[src/rtl/snake_pkg.sv]
// Shared snake types: direction codes, scheduler states and turn-legality helpers.
package snake_pkg;

  typedef logic [2:0] dir_t;

  localparam dir_t DIR_NONE  = 3'd0;
  localparam dir_t DIR_UP    = 3'd1;
  localparam dir_t DIR_DOWN  = 3'd2;
  localparam dir_t DIR_LEFT  = 3'd3;
  localparam dir_t DIR_RIGHT = 3'd4;
  localparam dir_t DIR_PAUSE = 3'd5;

  typedef enum logic [1:0] {
    ST_IDLE  = 2'd0,
    ST_RUN   = 2'd1,
    ST_PAUSE = 2'd2,
    ST_OVER  = 2'd3
  } sched_state_t;

  function automatic logic is_reverse(input dir_t a, input dir_t b);
    return ((a == DIR_UP)    && (b == DIR_DOWN))  ||
           ((a == DIR_DOWN)  && (b == DIR_UP))    ||
           ((a == DIR_LEFT)  && (b == DIR_RIGHT)) ||
           ((a == DIR_RIGHT) && (b == DIR_LEFT));
  endfunction

  function automatic logic is_move_code(input dir_t c);
    return (c >= DIR_UP) && (c <= DIR_RIGHT);
  endfunction

endpackage

[src/rtl/move_dir_fifo.sv]
// Turn queue: synchronous FIFO of directions with head/tail peek, flush, and same-cycle push+pop.
// A push into a full queue is only taken when a pop happens in the same cycle.
module move_dir_fifo
  import snake_pkg::*;
#(
  parameter int DEPTH = 4
) (
  input  logic                   clk,
  input  logic                   rst,
  input  logic                   push,
  input  logic                   pop,
  input  logic                   flush,
  input  dir_t                   din,
  output dir_t                   head,
  output dir_t                   tail,
  output logic [$clog2(DEPTH):0] count
);

  localparam int AW = $clog2(DEPTH);

  dir_t           mem [DEPTH];
  logic [AW-1:0]  rd_ptr;
  logic [AW-1:0]  wr_ptr;
  logic           full;
  logic           empty;
  logic           do_push;
  logic           do_pop;

  assign full    = (count == (AW+1)'(DEPTH));
  assign empty   = (count == '0);
  assign do_pop  = pop && !empty;
  assign do_push = push && (!full || do_pop);

  assign head = mem[rd_ptr];
  assign tail = mem[wr_ptr - AW'(1)];

  always_ff @(posedge clk) begin
    if (do_push) begin
      mem[wr_ptr] <= din;
    end
  end

  always_ff @(posedge clk) begin
    if (rst || flush) begin
      rd_ptr <= '0;
      wr_ptr <= '0;
      count  <= '0;
    end else begin
      if (do_push) begin
        wr_ptr <= wr_ptr + AW'(1);
      end
      if (do_pop) begin
        rd_ptr <= rd_ptr + AW'(1);
      end
      count <= count + (AW+1)'(do_push) - (AW+1)'(do_pop);
    end
  end

endmodule

[src/rtl/move_scheduler.sv]
// Snake movement sequencer: run/pause/over FSM, level-scaled move divider, and turn-queue acceptance.
// Outputs are all registered; a queued turn lands in dir on the same edge as move_tick.
module move_scheduler
  import snake_pkg::*;
#(
  parameter int TICK_DIV   = 2000000,
  parameter int SPEED_STEP = 125000,
  parameter int MAX_LEVEL  = 7,
  parameter int QDEPTH     = 4
) (
  input  logic                    clk,
  input  logic                    rst,
  input  logic                    btn_valid,
  input  logic [2:0]              btn_code,
  input  logic                    level_up,
  input  logic                    game_over,
  output logic                    move_tick,
  output dir_t                    dir,
  output logic                    paused,
  output logic                    over,
  output logic [2:0]              level,
  output logic [$clog2(QDEPTH):0] q_count
);

  localparam int CW = $clog2(TICK_DIV);

  sched_state_t state_q, state_d;
  logic [CW-1:0] cnt_q, cnt_d;
  logic [CW-1:0] period;
  dir_t          dir_d;
  logic [2:0]    level_d;
  logic          tick_d;

  logic          tick_due;
  logic          pop_due;
  logic          pause_req;
  logic          move_req;
  logic          q_full;
  logic          turn_ok;
  dir_t          ref_dir;
  dir_t          q_head;
  dir_t          q_tail;
  logic          q_push;
  logic          q_pop;
  logic          q_flush;

  move_dir_fifo #(.DEPTH(QDEPTH)) u_fifo (
    .clk   (clk),
    .rst   (rst),
    .push  (q_push),
    .pop   (q_pop),
    .flush (q_flush),
    .din   (btn_code),
    .head  (q_head),
    .tail  (q_tail),
    .count (q_count)
  );

  // Parameter constraint keeps this product inside CW bits.
  assign period   = CW'(TICK_DIV) - CW'(level) * CW'(SPEED_STEP);
  assign tick_due = (state_q == ST_RUN) && (cnt_q >= period - CW'(1));
  assign pop_due  = tick_due && (q_count != '0);

  assign pause_req = btn_valid && (btn_code == DIR_PAUSE);
  assign move_req  = btn_valid && is_move_code(btn_code);
  assign q_full    = (q_count == ($clog2(QDEPTH)+1)'(QDEPTH));
  assign ref_dir   = (q_count != '0) ? q_tail : dir;
  assign turn_ok   = move_req && (btn_code != ref_dir) && !is_reverse(btn_code, ref_dir) &&
                     (!q_full || pop_due);

  always_comb begin
    state_d = state_q;
    cnt_d   = cnt_q;
    dir_d   = dir;
    level_d = level;
    tick_d  = 1'b0;
    q_push  = 1'b0;
    q_pop   = 1'b0;
    q_flush = 1'b0;
    unique case (state_q)
      ST_IDLE: begin
        if (move_req) begin
          dir_d   = btn_code;
          cnt_d   = '0;
          state_d = ST_RUN;
        end
      end
      ST_RUN: begin
        if (game_over) begin
          state_d = ST_OVER;
          q_flush = 1'b1;
        end else begin
          if (tick_due) begin
            cnt_d  = '0;
            tick_d = 1'b1;
            if (pop_due) begin
              q_pop = 1'b1;
              dir_d = q_head;
            end
          end else if (!pause_req) begin
            // The pause strobe cycle already counts as paused time.
            cnt_d = cnt_q + CW'(1);
          end
          if (pause_req) begin
            state_d = ST_PAUSE;
          end
          q_push = turn_ok;
          if (level_up && (level != 3'(MAX_LEVEL))) begin
            level_d = level + 3'd1;
          end
        end
      end
      ST_PAUSE: begin
        if (game_over) begin
          state_d = ST_OVER;
          q_flush = 1'b1;
        end else begin
          if (pause_req) begin
            state_d = ST_RUN;
          end
          if (level_up && (level != 3'(MAX_LEVEL))) begin
            level_d = level + 3'd1;
          end
        end
      end
      ST_OVER: begin
      end
      default: begin
        state_d = ST_IDLE;
      end
    endcase
  end

  always_ff @(posedge clk) begin
    if (rst) begin
      state_q   <= ST_IDLE;
      cnt_q     <= '0;
      dir       <= DIR_NONE;
      level     <= '0;
      move_tick <= 1'b0;
    end else begin
      state_q   <= state_d;
      cnt_q     <= cnt_d;
      dir       <= dir_d;
      level     <= level_d;
      move_tick <= tick_d;
    end
  end

  assign paused = (state_q == ST_PAUSE);
  assign over   = (state_q == ST_OVER);

endmodule

[config.mk]
export PLATFORM = sky130hd
export DESIGN_NAME = move_scheduler
export DESIGN_NICKNAME = d
export VERILOG_FILES = /design/src/rtl/snake_pkg.sv /design/src/rtl/move_dir_fifo.sv /design/src/rtl/move_scheduler.sv
export SDC_FILE = /design/constraint.sdc
export NUM_CORES = 1
export LEC_CHECK = 0
export ABC_AREA = 1
export BUFFER_PORTS_ARGS = -buffer_cell sky130_fd_sc_hd__buf_2
export CORE_MARGIN = 2
export CORE_UTILIZATION = 55
export CTS_BUF_LIST = sky130_fd_sc_hd__clkbuf_4 sky130_fd_sc_hd__clkbuf_8 sky130_fd_sc_hd__clkbuf_16
export CTS_CLUSTER_DIAMETER = 200
export DETAILED_ROUTE_END_ITERATION = 8
export GPL_TIMING_DRIVEN = 0
export PLACE_DENSITY = 0.74
export SLEW_MARGIN = 40
export SYNTH_ARGS = -nofsm -noshare
export SYNTH_HDL_FRONTEND = slang
export SYNTH_HIERARCHICAL = 1
export SYNTH_SLANG_ARGS = --single-unit
[constraint.sdc]
create_clock -name clk -period 7.5 [get_ports clk]
set_input_delay 0.375 -clock clk [delete_from_list [all_inputs] [get_ports clk]]
set_output_delay 0.375 -clock clk [all_outputs]
set_load 0.02 [all_outputs]
==> summary by stage <==
Status
The flow ran to the end, and the final reports show no timing, DRC or antenna violations.

Clock tree
The post-cts hold buffer count is 0. The clock transition at the registers of the reported paths is 100 ps. The number of buffers added for setup after CTS is 0. The maximum count of clock buffers along a single path is 2. The TritonCTS clock tree is built. The number of gates resized after CTS was 0. The clock drives 51 sinks.

The H-tree was split into 2 levels. Buffers inserted during clock tree synthesis total 5. For the worst-skew pair, the clock arrives at the later sink with an insertion delay of 300 ps.

The cell at the root of the clock tree is sky130_fd_sc_hd__clkbuf_8.

Placed design
The number of buffers inserted by port buffering is 19. The estimated wirelength of the detail-placed design is 6.97 mm. Including well taps, the total number of placed cells is 678. The last weighted congestion value of the routability-driven placer is 0.989. Prior to clock tree synthesis, the placed netlist has a worst setup slack of 2080 ps.

Logic synthesis
The post-synthesis cell count is 563. The most frequently used flop master after synthesis is sky130_fd_sc_hd__dfxtp_1. Sorting the synthesized cells by area gives the leading types as sky130_fd_sc_hd__dfxtp_1 20%, sky130_fd_sc_hd__ha_1 13%, sky130_fd_sc_hd__nand2_1 12%.

The register area share after synthesis is 0.287. The register bit total from synthesis is 51. Yosys printed 6 warnings. Sorting the synthesized cells by how often they occur yields 123 x sky130_fd_sc_hd__nand2_1, 72 x sky130_fd_sc_hd__inv_1, 65 x sky130_fd_sc_hd__nor2_1.

Of all cell types, the one taking the most synthesized area is sky130_fd_sc_hd__dfxtp_1. The netlist area before placement is 3970 um^2. The share of synthesized area in the top cell type comes to 0.197. The number of library cell types mapped by synthesis is 35. The count of flip-flops with a built-in enable after synthesis is 12. Each instance of the synthesized netlist takes up on average 7.05 um^2. After synthesis, the share of flip-flops with an asynchronous set or reset is 0. The number of nets produced by synthesis is 616. The most repeated cell in the gate-level netlist after synthesis is sky130_fd_sc_hd__nand2_1.

Worst setup path
The worst-case reg-to-reg path depth is 30. The worst setup path is launched from a register. The cell family contributing the most delay on the critical path is adder cells. The number of buffers and inverters on the critical path is 5. Setup slack on the worst reg-to-reg path comes out at 2020 ps. The worst setup path is captured at a register. The delay of the slowest critical-path stage is 630 ps. The data required time at the worst endpoint is 7750 ps. In this run the worst path has a maximum fanout of 10. The cell with the biggest individual delay on the critical path is sky130_fd_sc_hd__dfxtp_1. The cell depth of the worst setup path is 30. The critical path arrival is 5730 ps. The critical setup path kind is reg2reg.

Cells and area
The post-route non-filler standard cell count is 686. The multi-input combinational cells in the finished layout cover a total of 2470 um^2. Counting the fill cells in the layout gives 678. The register area is 1140 um^2. The antenna diode count is 0. The post-route core utilization is 0.620. Compared with the post-synthesis result, the final layout area differs by 7.91%.

In the final design database the tool counted 642 nets. Of the cells placed in the final design, the portion with a size suffix greater than 1 is 0.100.

Flow run
Max-cap violations in this run came to 0.

Floorplan
The number of placed I/O pins is 20. The initial utilization of the core area, before any placement, comes to 0.575. The area of the core region is 6910 um^2. The die covers 7910 um^2. The die extent in x is 89.0 um. The vertical die dimension is 89.0 um. In this run the core area contains 30 standard-cell rows.

STA
Setup repair after global routing left no endpoint under its margin. The count of endpoints failing setup in the final report is 0. Between clock sinks in the finished design, the worst skew comes to 7.75 ps. The hold violation total from the final report was 0. The count of pins over their slew limit is 0. The worst-margin pin slew is 487 ps.

The worst slew margin relative to its limit is 0.675. The routed design could run at a clock period as short as 5480 ps. The final worst slack is 2020 ps. After routing, the total negative slack on setup checks comes to 0 ps.

Derived from the worst setup path, the maximum achievable clock frequency is 182 MHz. In the finished design, the share of the clock period the worst path needs comes to 0.731.

Power
The static leakage power is 1.85 nW. Overall power consumption after layout is estimated at 0.00103 W. In this run the power density over the cells is 241 nW/um^2. VDD sags by at most 0.000130 V.

GRT
Summed over all layers, the global routing overflow is 0. The via count of the first global-routing pass was 3,372. The number of antenna violations at the first check in global routing was 0.

The largest net degree at the start of global routing is 17. The overall global routing resource usage is 0.234. The first global-routing pass estimated 14.8 mm of wire.

Detailed routing
Dividing the detail-routed via count by the number of cells gives 5.36. The number of remaining DRC errors is 0. The count of TritonRoute iterations in the first routing pass is 5. The total length of routed wires is 8.83 mm. The count of nets left with antenna violations once routing finished came out at 0. The routed via count is 3,678.

Dividing the detail-routed wire length by the instance count gives 12.9 um. The detailed router's first-iteration violation count is 205.

Hold path
The worst hold path stage count is 1. The tightest min-delay check is of the in2reg type.
## flip-flops by register name (all words and copies together) (netlist names), named ones only
name,flops
u_fifo/mem,12
u_fifo/count,3
u_fifo/wr_ptr,2
cnt_q,21
level,3
state_q,2
dir,3
move_tick,1
u_fifo/rd_ptr,2
## cell type report
type                       instances  area share
multi-input combinational        428       0.577
sequential                        51       0.266
inverter                          73      0.0640
tap                               96      0.0280
timing repair buffer              19      0.0222
clock buffer                       6      0.0193
buffer                            11      0.0193
clock inverter                     2     0.00380
## layer usage
layer,up-vias,routed length [um],GRT usage
met4,0,207,0.0746
met1,1691,3930,0.283
li1,1894,-,-
met2,78,4380,0.430
met3,15,312,0.0295
met5,-,0,0
## power by group
| part | total [W] | switching [W] | internal [W] |
|---|---|---|---|
| registers | 0.000323 | 0.0000241 | 0.000299 |
| clock network | 0.000170 | 0.0000941 | 0.0000755 |
| logic | 0.000539 | 0.000349 | 0.000190 |
| total | 0.00103 | 0.000467 | 0.000565 |
## kinds of logic after synthesis
kind of cell / Yosys count / synth area share
compound gates: 87 / 0.122
xor+xnor: 20 / 0.0441
fa+ha+maj: 45 / 0.149
buf+inv: 84 / 0.0898
flops: 51 / 0.287
simple gates: 276 / 0.307
## metrics by stage
step	hold WS (ps)	cell area (um^2)
final	351	4280
after CTS	341	4280
after floorplan	462	3970
after global placement	490	4190
after global routing	344	4280
after detailed placement	500	4190
## worst paths after layout
check	from	endpoint
worst max-delay path	level[0]	u_fifo/count[2]
worst min-delay path	btn_code[0]	u_fifo/mem[3][0]
worst max register to register	level[0]	u_fifo/count[2]
worst min register to register	cnt_q[19]	cnt_q[19]
## cell usage in the layout (no fill, tap or decap), types with 4 or more instances in the layout
cell type                  netlist  routed
sky130_fd_sc_hd__a21oi_1        41      41
sky130_fd_sc_hd__buf_2           3      22
sky130_fd_sc_hd__buf_6           5       5
sky130_fd_sc_hd__clkbuf_8        0       6
sky130_fd_sc_hd__dfxtp_1        39      39
sky130_fd_sc_hd__edfxtp_1       12      12
sky130_fd_sc_hd__fa_1            4       4
sky130_fd_sc_hd__ha_1           41      41
sky130_fd_sc_hd__inv_1          72      72
sky130_fd_sc_hd__nand2_1       123     123
sky130_fd_sc_hd__nand2_2         6       6
sky130_fd_sc_hd__nand3_1        37      37
sky130_fd_sc_hd__nand4_1         7       7
sky130_fd_sc_hd__nor2_1         65      65
sky130_fd_sc_hd__nor3_1         25      25
sky130_fd_sc_hd__o21ai_0        28      28
sky130_fd_sc_hd__o22ai_1         7       7
sky130_fd_sc_hd__xnor2_1         6       6
sky130_fd_sc_hd__xor2_1         14      14
Power figures use the tool's default switching activity.
